<file path="config.mk">
export PLATFORM = sky130hd
export DESIGN_NAME = ro_puf_response_gen
export DESIGN_NICKNAME = d
export VERILOG_FILES = /design/src/rtl/ro_puf_pkg.sv /design/src/rtl/ro_puf_lfsr8.sv /design/src/rtl/ro_puf_response_gen.sv
export SDC_FILE = /design/constraint.sdc
export NUM_CORES = 1
export LEC_CHECK = 0
export CORE_UTILIZATION = 41
export DETAILED_ROUTE_END_ITERATION = 10
export PLACE_DENSITY = 0.67
export REMOVE_ABC_BUFFERS = 1
export SKIP_LAST_GASP = 1
export SLEW_MARGIN = 20
export SYNTH_ARGS = -nofsm -noshare
export SYNTH_HDL_FRONTEND = slang
export SYNTH_HIERARCHICAL = 1
export SYNTH_SLANG_ARGS = --single-unit
</file>
<file path="constraint.sdc">
create_clock -name clk -period 4.5 [get_ports clk]
set_input_delay 0.45 -clock clk [delete_from_list [all_inputs] [get_ports clk]]
set_output_delay 0.45 -clock clk [all_outputs]
set_load 0.02 [all_outputs]
</file>
<file path="src/rtl/ro_puf_pkg.sv">
// Shared types and constants for the RO-PUF response generator.
// Holds the FSM state enum, LFSR taps, default parameters and LFSR step.
package ro_puf_pkg;

   typedef enum logic [2:0] {
      IDLE,
      SETTLE,
      MEASURE,
      CAPTURE,
      DONE
   } state_t;

   // Feedback taps at bits 7,5,4,3
   localparam logic [7:0] LFSR_TAPS = 8'hB8;

   localparam int DEF_SEL_W          = 4;
   localparam int DEF_SETTLE_CYCLES  = 4;
   localparam int DEF_TIMEOUT_CYCLES = 4096;

   function automatic logic [7:0] lfsr_next(input logic [7:0] l);
      return {l[6:0], ^(l & LFSR_TAPS)};
   endfunction

endpackage

</file>
<file path="src/rtl/ro_puf_lfsr8.sv">
// 8-bit Fibonacci LFSR that generates RO pair selects.
// Ports: clk, rst_n, load+seed (zero seed maps to 1), advance, state.
module ro_puf_lfsr8
   import ro_puf_pkg::*;
(
   input  logic       clk,
   input  logic       rst_n,
   input  logic       load,
   input  logic [7:0] seed,
   input  logic       advance,
   output logic [7:0] state
);

   logic [7:0] lfsr_q;

   // The all-zero state would lock the LFSR, so it is never loaded
   always_ff @(posedge clk or negedge rst_n) begin
      if (!rst_n) begin
         lfsr_q <= 8'h01;
      end else if (load) begin
         lfsr_q <= (seed == 8'h00) ? 8'h01 : seed;
      end else if (advance) begin
         lfsr_q <= lfsr_next(lfsr_q);
      end
   end

   assign state = lfsr_q;

endmodule

</file>
<file path="src/rtl/ro_puf_response_gen.sv">
// Sequences RO-pair measurements on an external edge counter and packs
// count comparisons into an N_BITS response word on a valid/ready port.
module ro_puf_response_gen
   import ro_puf_pkg::*;
#(
   parameter int N_BITS         = 16,
   parameter int SEL_W          = DEF_SEL_W,
   parameter int SETTLE_CYCLES  = DEF_SETTLE_CYCLES,
   parameter int TIMEOUT_CYCLES = DEF_TIMEOUT_CYCLES
) (
   input  logic              clk,
   input  logic              rst_n,
   input  logic              req,
   input  logic [7:0]        challenge,
   output logic              busy,
   output logic [SEL_W-1:0]  sel_a,
   output logic [SEL_W-1:0]  sel_b,
   output logic              ctr_start,
   input  logic              ctr_done,
   input  logic [7:0]        count1,
   input  logic [7:0]        count2,
   output logic [N_BITS-1:0] resp,
   output logic              resp_valid,
   input  logic              resp_ready,
   output logic              resp_err,
   output logic [7:0]        tie_count
);

   localparam int TW = $clog2(TIMEOUT_CYCLES + SETTLE_CYCLES + 1);
   localparam int IW = $clog2(N_BITS);

   localparam logic [TW-1:0] SET_LAST = TW'(SETTLE_CYCLES - 1);
   localparam logic [TW-1:0] TO_LAST  = TW'(TIMEOUT_CYCLES - 1);
   localparam logic [IW-1:0] IDX_LAST = IW'(N_BITS - 1);

   state_t state_q, state_d;

   logic [TW-1:0]     timer_q;
   logic [IW-1:0]     idx_q;
   logic [N_BITS-1:0] resp_q;
   logic [7:0]        tie_q;
   logic              err_q;
   logic [7:0]        lfsr;
   logic              accept;
   logic              cmp_bit;
   logic              is_tie;

   assign accept  = (state_q == IDLE) && req;
   assign cmp_bit = count1 > count2;
   assign is_tie  = count1 == count2;

   ro_puf_lfsr8 u_lfsr (
      .clk     (clk),
      .rst_n   (rst_n),
      .load    (accept),
      .seed    (challenge),
      .advance (state_q == CAPTURE),
      .state   (lfsr)
   );

   // Both mux inputs on the same RO would compare it with itself
   always_comb begin
      sel_a = lfsr[SEL_W-1:0];
      sel_b = lfsr[2*SEL_W-1:SEL_W];
      if (sel_b == sel_a) begin
         sel_b = lfsr[SEL_W-1:0] ^ SEL_W'(1);
      end
   end

   always_ff @(posedge clk or negedge rst_n) begin
      if (!rst_n) begin
         state_q <= IDLE;
      end else begin
         state_q <= state_d;
      end
   end

   always_comb begin
      state_d = state_q;
      unique case (state_q)
         IDLE: begin
            if (req) state_d = SETTLE;
         end
         SETTLE: begin
            if (timer_q == SET_LAST) state_d = MEASURE;
         end
         MEASURE: begin
            if (ctr_done) begin
               state_d = CAPTURE;
            end else if (timer_q == TO_LAST) begin
               state_d = DONE;
            end
         end
         CAPTURE: begin
            state_d = (idx_q == IDX_LAST) ? DONE : SETTLE;
         end
         DONE: begin
            if (resp_ready) state_d = IDLE;
         end
         default: state_d = IDLE;
      endcase
   end

   always_ff @(posedge clk or negedge rst_n) begin
      if (!rst_n) begin
         timer_q <= '0;
         idx_q   <= '0;
         resp_q  <= '0;
         tie_q   <= '0;
         err_q   <= 1'b0;
      end else begin
         unique case (state_q)
            IDLE: begin
               timer_q <= '0;
               if (req) begin
                  idx_q  <= '0;
                  resp_q <= '0;
                  tie_q  <= '0;
                  err_q  <= 1'b0;
               end
            end
            SETTLE: begin
               timer_q <= (timer_q == SET_LAST) ? '0 : timer_q + TW'(1);
            end
            MEASURE: begin
               if (ctr_done) begin
                  timer_q <= '0;
               end else if (timer_q == TO_LAST) begin
                  timer_q <= '0;
                  err_q   <= 1'b1;
               end else begin
                  timer_q <= timer_q + TW'(1);
               end
            end
            CAPTURE: begin
               resp_q[idx_q] <= cmp_bit;
               if (is_tie && tie_q != 8'hFF) begin
                  tie_q <= tie_q + 8'd1;
               end
               if (idx_q != IDX_LAST) begin
                  idx_q <= idx_q + IW'(1);
               end
            end
            DONE: begin
               timer_q <= '0;
            end
            default: timer_q <= '0;
         endcase
      end
   end

   // Counter stays enabled through CAPTURE so the counts remain frozen
   assign ctr_start  = (state_q == MEASURE) || (state_q == CAPTURE);
   assign busy       = state_q != IDLE;
   assign resp_valid = state_q == DONE;
   assign resp       = resp_q;
   assign resp_err   = err_q;
   assign tie_count  = tie_q;

endmodule

</file>
# Word level (Yosys, flattened, before mapping)

Index checks and enable logic that the tools add are counted.

Bitwise gates (word level): 1
Order comparisons: 3
$add $sub $neg: 3
Equality and inequality tests: 19
Mux-type cells: 30
Reductions and logical operators: 16

Operators with widths:

| kind                    | number |
|---|---|
| $mux W8                 | 5 |
| $mux W13                | 3 |
| $pmux W13 S3            | 1 |
| $pmux W16 S2            | 1 |
| $mux W3                 | 6 |
| $bwmux W16              | 1 |
| $mux W16                | 1 |
| $pmux W8 S2             | 1 |
| $pmux W3 S5             | 1 |
| $add A13 B1 Y13 const B | 1 |
| $eq A13 B12 Y1 const B  | 1 |
| $eq A13 B2 Y1 const B   | 1 |
| $mux W4                 | 3 |
| $ne A2 B2 Y1 const B    | 6 |
| $add A8 B1 Y8 const B   | 1 |
| $eq A8 B8 Y1            | 1 |
| $gt A8 B8 Y1            | 1 |
| $logic_not A8 Y1        | 1 |
| $ne A8 B8 Y1 const B    | 1 |
| $pmux W4 S2             | 1 |
| $reduce_and A4 Y1       | 2 |
| $reduce_xor A8 Y1       | 1 |
| $eq A3 B2 Y1 const B    | 2 |
| $reduce_and A3 Y1       | 2 |
| other kinds (20)        | 27 |

Output and inout port bits: 36
Flip-flop bits (word level): 53
Word-level logic and storage cells: 79
Bits of input ports: 29

# Logic depth before layout (Yosys ltp)

Word-level depth: 6
Mapped depth: 8
Gate-level depth less buffers: 7

# Hierarchy

The synthesis kept the hierarchy.

Modules (own cells, without submodules):

| module              | area an instance (um^2) | cells an instance | instances | seq. area each (um^2) |
|---|---|---|---|---|
| ro_puf_response_gen | 2577.5                  | 284               | 1         | 1126.1 |
| ro_puf_lfsr8        | 404.1                   | 40                | 1         | 201.4 |

# Worst setup path before layout

Ideal clock, no wire load.

Path kind: input port to flip-flop
From: in count2[5]
To: reg tie_q[5] (netlist: tie_count[5])
Cell stages on the path: 8
Path slack: 2.554 ns
Data required time: 4.376 ns
Buffers on the path: 1
Library setup time: 0.124 ns
Data arrival time: 1.822 ns
Cells stage by stage: inv_1 -> ha_1 -> nand4_1 -> or3_1 -> buf_2 -> nor4_4 -> xnor2_1 -> nor2_1

Longest elaborated chain between the ends: 4

Ends and longest elaborated chain:

| what                               | RTL line                   | source |
|---|---|---|
| from (decl)                        | ro_puf_response_gen.sv:21  | `input logic [7:0] count2,` |
| $eq A8 B8 Y1                       | ro_puf_response_gen.sv:50  | `assign is_tie = count1 == count2;` |
| $logic_and A1 B1 Y1                | ro_puf_response_gen.sv:137 | `if (is_tie && tie_q != 8'hFF) begin` |
| $ne A2 B2 Y1 (no source line)      | n/a                        |  |
| $reduce_and A3 Y1 (no source line) | n/a                        |  |
| to (signal assigned)               | ro_puf_response_gen.sv:138 | `tie_q <= tie_q + 8'd1;` |
| to (decl)                          | ro_puf_response_gen.sv:41  | `logic [7:0] tie_q;` |

No other way between the ends.
A chain may end at the register's enable or synchronous reset.

# Final worst setup path

From: reg u_lfsr.lfsr_q[5] (netlist: u_lfsr/state[5])
To: out sel_b[0]

Longest elaborated chain between the ends: 2

Ends and longest elaborated chain:

| what                   | RTL line                  | source |
|---|---|---|
| from (decl)            | ro_puf_lfsr8.sv:14        | `logic [7:0] lfsr_q;` |
| from (signal assigned) | ro_puf_lfsr8.sv:21        | `lfsr_q <= (seed == 8'h00) ? 8'h01 : seed;` |
| from (signal assigned) | ro_puf_lfsr8.sv:23        | `lfsr_q <= lfsr_next(lfsr_q);` |
| $eq A4 B4 Y1           | ro_puf_response_gen.sv:65 | `if (sel_b == sel_a) begin` |
| $mux W4                | ro_puf_response_gen.sv:65 |  |
| to (decl)              | ro_puf_response_gen.sv:17 | `output logic [SEL_W-1:0] sel_b,` |

No other way between the ends.

==> results_dict.tcl <==
set metrics [dict create \
    maxCapViolations 0 \
    cts_resized 0 \
    synth_ff_type "dfrtp_1" \
    clockBufferDepth 2 \
    yosys_warnings 6 \
    skew_ps 13.6 \
    grt_pass1_wl_um 10900 \
    final_util_pct 54.6 \
    relSlewSlack_pct 48.5 \
    cpPeakStageDelay_ps 660 \
    synth_seq_cells 53 \
    cp_num_buf_inv 1 \
    drive_gt1_share_pct 5.51 \
    rsz0062_at_grt "false" \
    dieWidth_um 87.3 \
    synth_edf_count 0 \
    yosysSeqAreaShare_pct 44.5 \
    hpwl_um 4670 \
    ios 65 \
    fmaxAchievable_mhz 413 \
    grt_overflow_total 0 \
    wirelength_um 6450 \
    topRoutingLayerUsed "met4" \
    via_per_inst 5.34 \
    wl_met1_um 3020 \
    required_ps 4050 \
    cts_sinks 53 \
    crit_family "buffers and inverters" \
    cts-root-buf "clkbuf_8" \
    drc_errors 0 \
    r2r_slack_ps 2260 \
    worst_ep_arrival_time_ps 1970 \
    die_area_um2 7620 \
    row_count 30 \
    post_cts.repair.setup_buffers 0 \
    wl_met2_um 3000 \
    slew_viol_final 0 \
    grt_util_all_layers_pct 18.4 \
    end_kind "primary output" \
    cts_tree "done" \
    crit_start "u_lfsr/state[5]$_DFFE_PN0P_" \
    min_period_over_period_pct 53.8 \
    dr.pass1.iters 4 \
    stdcell_count 477 \
    core_um2 6910 \
    path_cells "xor2_1 -> o41ai_1 -> clkdlybuf4s50_1" \
    fin_tns_setup_ps 0 \
    ys_async_sr_fraction_pct 100 \
    setup_violations 0 \
    grt_max_degree 54 \
    cts_buffers 5 \
    path_clk_slew_ps 90 \
    diodes 0 \
    hp-class "in2async" \
    port-buffer-count 64 \
    nNetsFinal 423 \
    avgRoutedWirePerCell_um 13.5 \
    die_h_um 87.3 \
    rr_endpoint "idx_q[1]$_DFFE_PN0P_" \
    tightest_slew_ps 772 \
    leakagePower_nw 1.55 \
    crit_path_max_fanout 5 \
    p_per_area_nw_per_um2 482 \
    wl_met3_um 333 \
    num_vias 2545 \
    fillCellCount 649 \
    netlist_instances 324 \
    hold_viol 0 \
    rr_worst_depth 5 \
    dp_cells 469 \
    clock_latency_ps 310 \
    gp_congestion 0.781 \
    timing.rr.start "state_q[1]$_DFFE_PN0P_" \
    cp-start-kind "flip-flop" \
    area_delta_synth_final_pct 26.4 \
    cp_slowest_cell "clkdlybuf4s50_1" \
    status "complete, no violations" \
    cts_htree_levels 2 \
    period_needed_ps 2420 \
    grt_pass1_vias 2437 \
    path_class "reg2out" \
    ir_drop_uv 226 \
    antenna_found_initial 0 \
    syn_area_per_cell_um2 9.20 \
    ys_types 49 \
    drtIter0Drc 111 \
    start_util_pct 43.2 \
    holdBufCountCts 0 \
    netlist_area_um2 2980 \
    postRouteAntennaNets 0 \
]
[kinds of logic (layout without fill, tap and decap cells)]
kind of cell / Yosys count / in the layout / synth area share (%)
compound gates: 73 / 73 / 14.9
fa+ha+maj: 14 / 14 / 5.88
simple gates: 120 / 120 / 22.5
xor+xnor: 14 / 14 / 4.11
buf+inv: 43 / 100 / 5.83
mux: 7 / 7 / 2.35
flops: 53 / 53 / 44.5
[flip-flops by register name, indices dropped and copies added (netlist names)]
register      cells
idx_q             4
state_q           3
tie_count         8
resp             16
timer_q          13
u_lfsr/state      8
resp_err          1
[cell usage after synthesis, drive strengths merged (2+ instances only)]
cell / number / area, um^2
nand3: 28 / 140
a41oi: 2 / 17.5
buf: 6 / 35.0
and3: 3 / 18.8
or3: 5 / 31.3
a22o: 2 / 17.5
o21ai: 33 / 165
and4: 2 / 17.5
o31ai: 2 / 15.0
nand2: 30 / 113
a21o: 4 / 30.0
ha: 14 / 175
nor3: 10 / 50.1
inv: 26 / 97.6
nand3b: 2 / 27.5
nor4: 8 / 92.6
o221ai: 2 / 17.5
nand4: 11 / 68.8
nor3b: 3 / 27.5
clkbuf: 11 / 41.3
a21oi: 16 / 80.1
dfrtp: 52 / 1300
a31oi: 2 / 12.5
nor2: 13 / 48.8
or2: 2 / 12.5
xor2: 5 / 43.8
xnor2: 9 / 78.8
a211oi: 2 / 15.0
mux2i: 7 / 70.1
[cells in the final DEF, fill, tap and decap left out, drive strengths merged, types with 2 or more instances in the layout]
cell,synthesis,routed
clkdlybuf4s50,0,63
dfrtp,52,52
o21ai,33,33
nand2,30,30
nand3,28,28
inv,26,26
a21oi,16,16
ha,14,14
nor2,13,13
nand4,11,11
nor3,10,10
xnor2,9,9
nor4,8,8
mux2i,7,7
clkbuf,11,7
xor2,5,5
or3,5,5
a21o,4,4
and3,3,3
nor3b,3,3
buf,6,3
o31ai,2,2
a41oi,2,2
o221ai,2,2
and4,2,2
a31oi,2,2
a22o,2,2
a211oi,2,2
nand3b,2,2
or2,2,2
[worst max path at each step]
stage | to | slack (ps) | depth (start not counted)
after global routing | sel_b[0] | 1950 | 3
after CTS | sel_b[0] | 2040 | 3
after global placement | tie_count[5]$_DFFE_PN0P_ | 1980 | 8
final | sel_b[0] | 2080 | 3
after detailed placement | tie_count[5]$_DFFE_PN0P_ | 1920 | 8
after floorplan | tie_count[5]$_DFFE_PN0P_ | 2520 | 7
[cell type report]
| type | count | area (um^2) | share of cell area, % |
|---|---|---|---|
| clock buffer | 7 | 86.3 | 2.29 |
| timing repair buffer | 66 | 651 | 17.3 |
| tap | 96 | 120 | 3.19 |
| inverter | 26 | 97.6 | 2.59 |
| multi-input combinational | 228 | 1480 | 39.3 |
| clock inverter | 1 | 7.51 | 0.199 |
| sequential | 53 | 1330 | 35.2 |
[worst register-to-register path, cell delays in order (launching register included)]
cell and delay [ps]:
dfrtp_1 510, nor3_1 290, nand2_1 470, inv_2 510
o21ai_1 140, a32o_1 220
[metrics by stage]
step                power, W  area (um^2)  hold WS [ps]  setup slack (ps)
detailed placement   0.00155         3680           495              1920
finish               0.00182         3770           250              2080
global placement     0.00154         3680           489              1980
CTS                  0.00183         3770           275              2040
global route         0.00195         3770           314              1950
floorplan            0.00122         2910           154              2520
[power breakdown]
part	total (W)	internal [W]	leakage (nW)	switching (W)
combinational	0.000827	0.000358	0.798	0.000468
sequential	0.000710	0.000579	0.711	0.000131
clock	0.000280	0.000125	0.0445	0.000154
total	0.00182	0.00106	1.55	0.000753
[per-layer routing]
layer  vias to the layer above  track usage, %
li1                       1268               -
met1                      1204            23.2
met2                        67            30.8
met3                         6            4.36
met4                         0            6.71
met5                         -               0
Power figures use the tool's default switching activity.
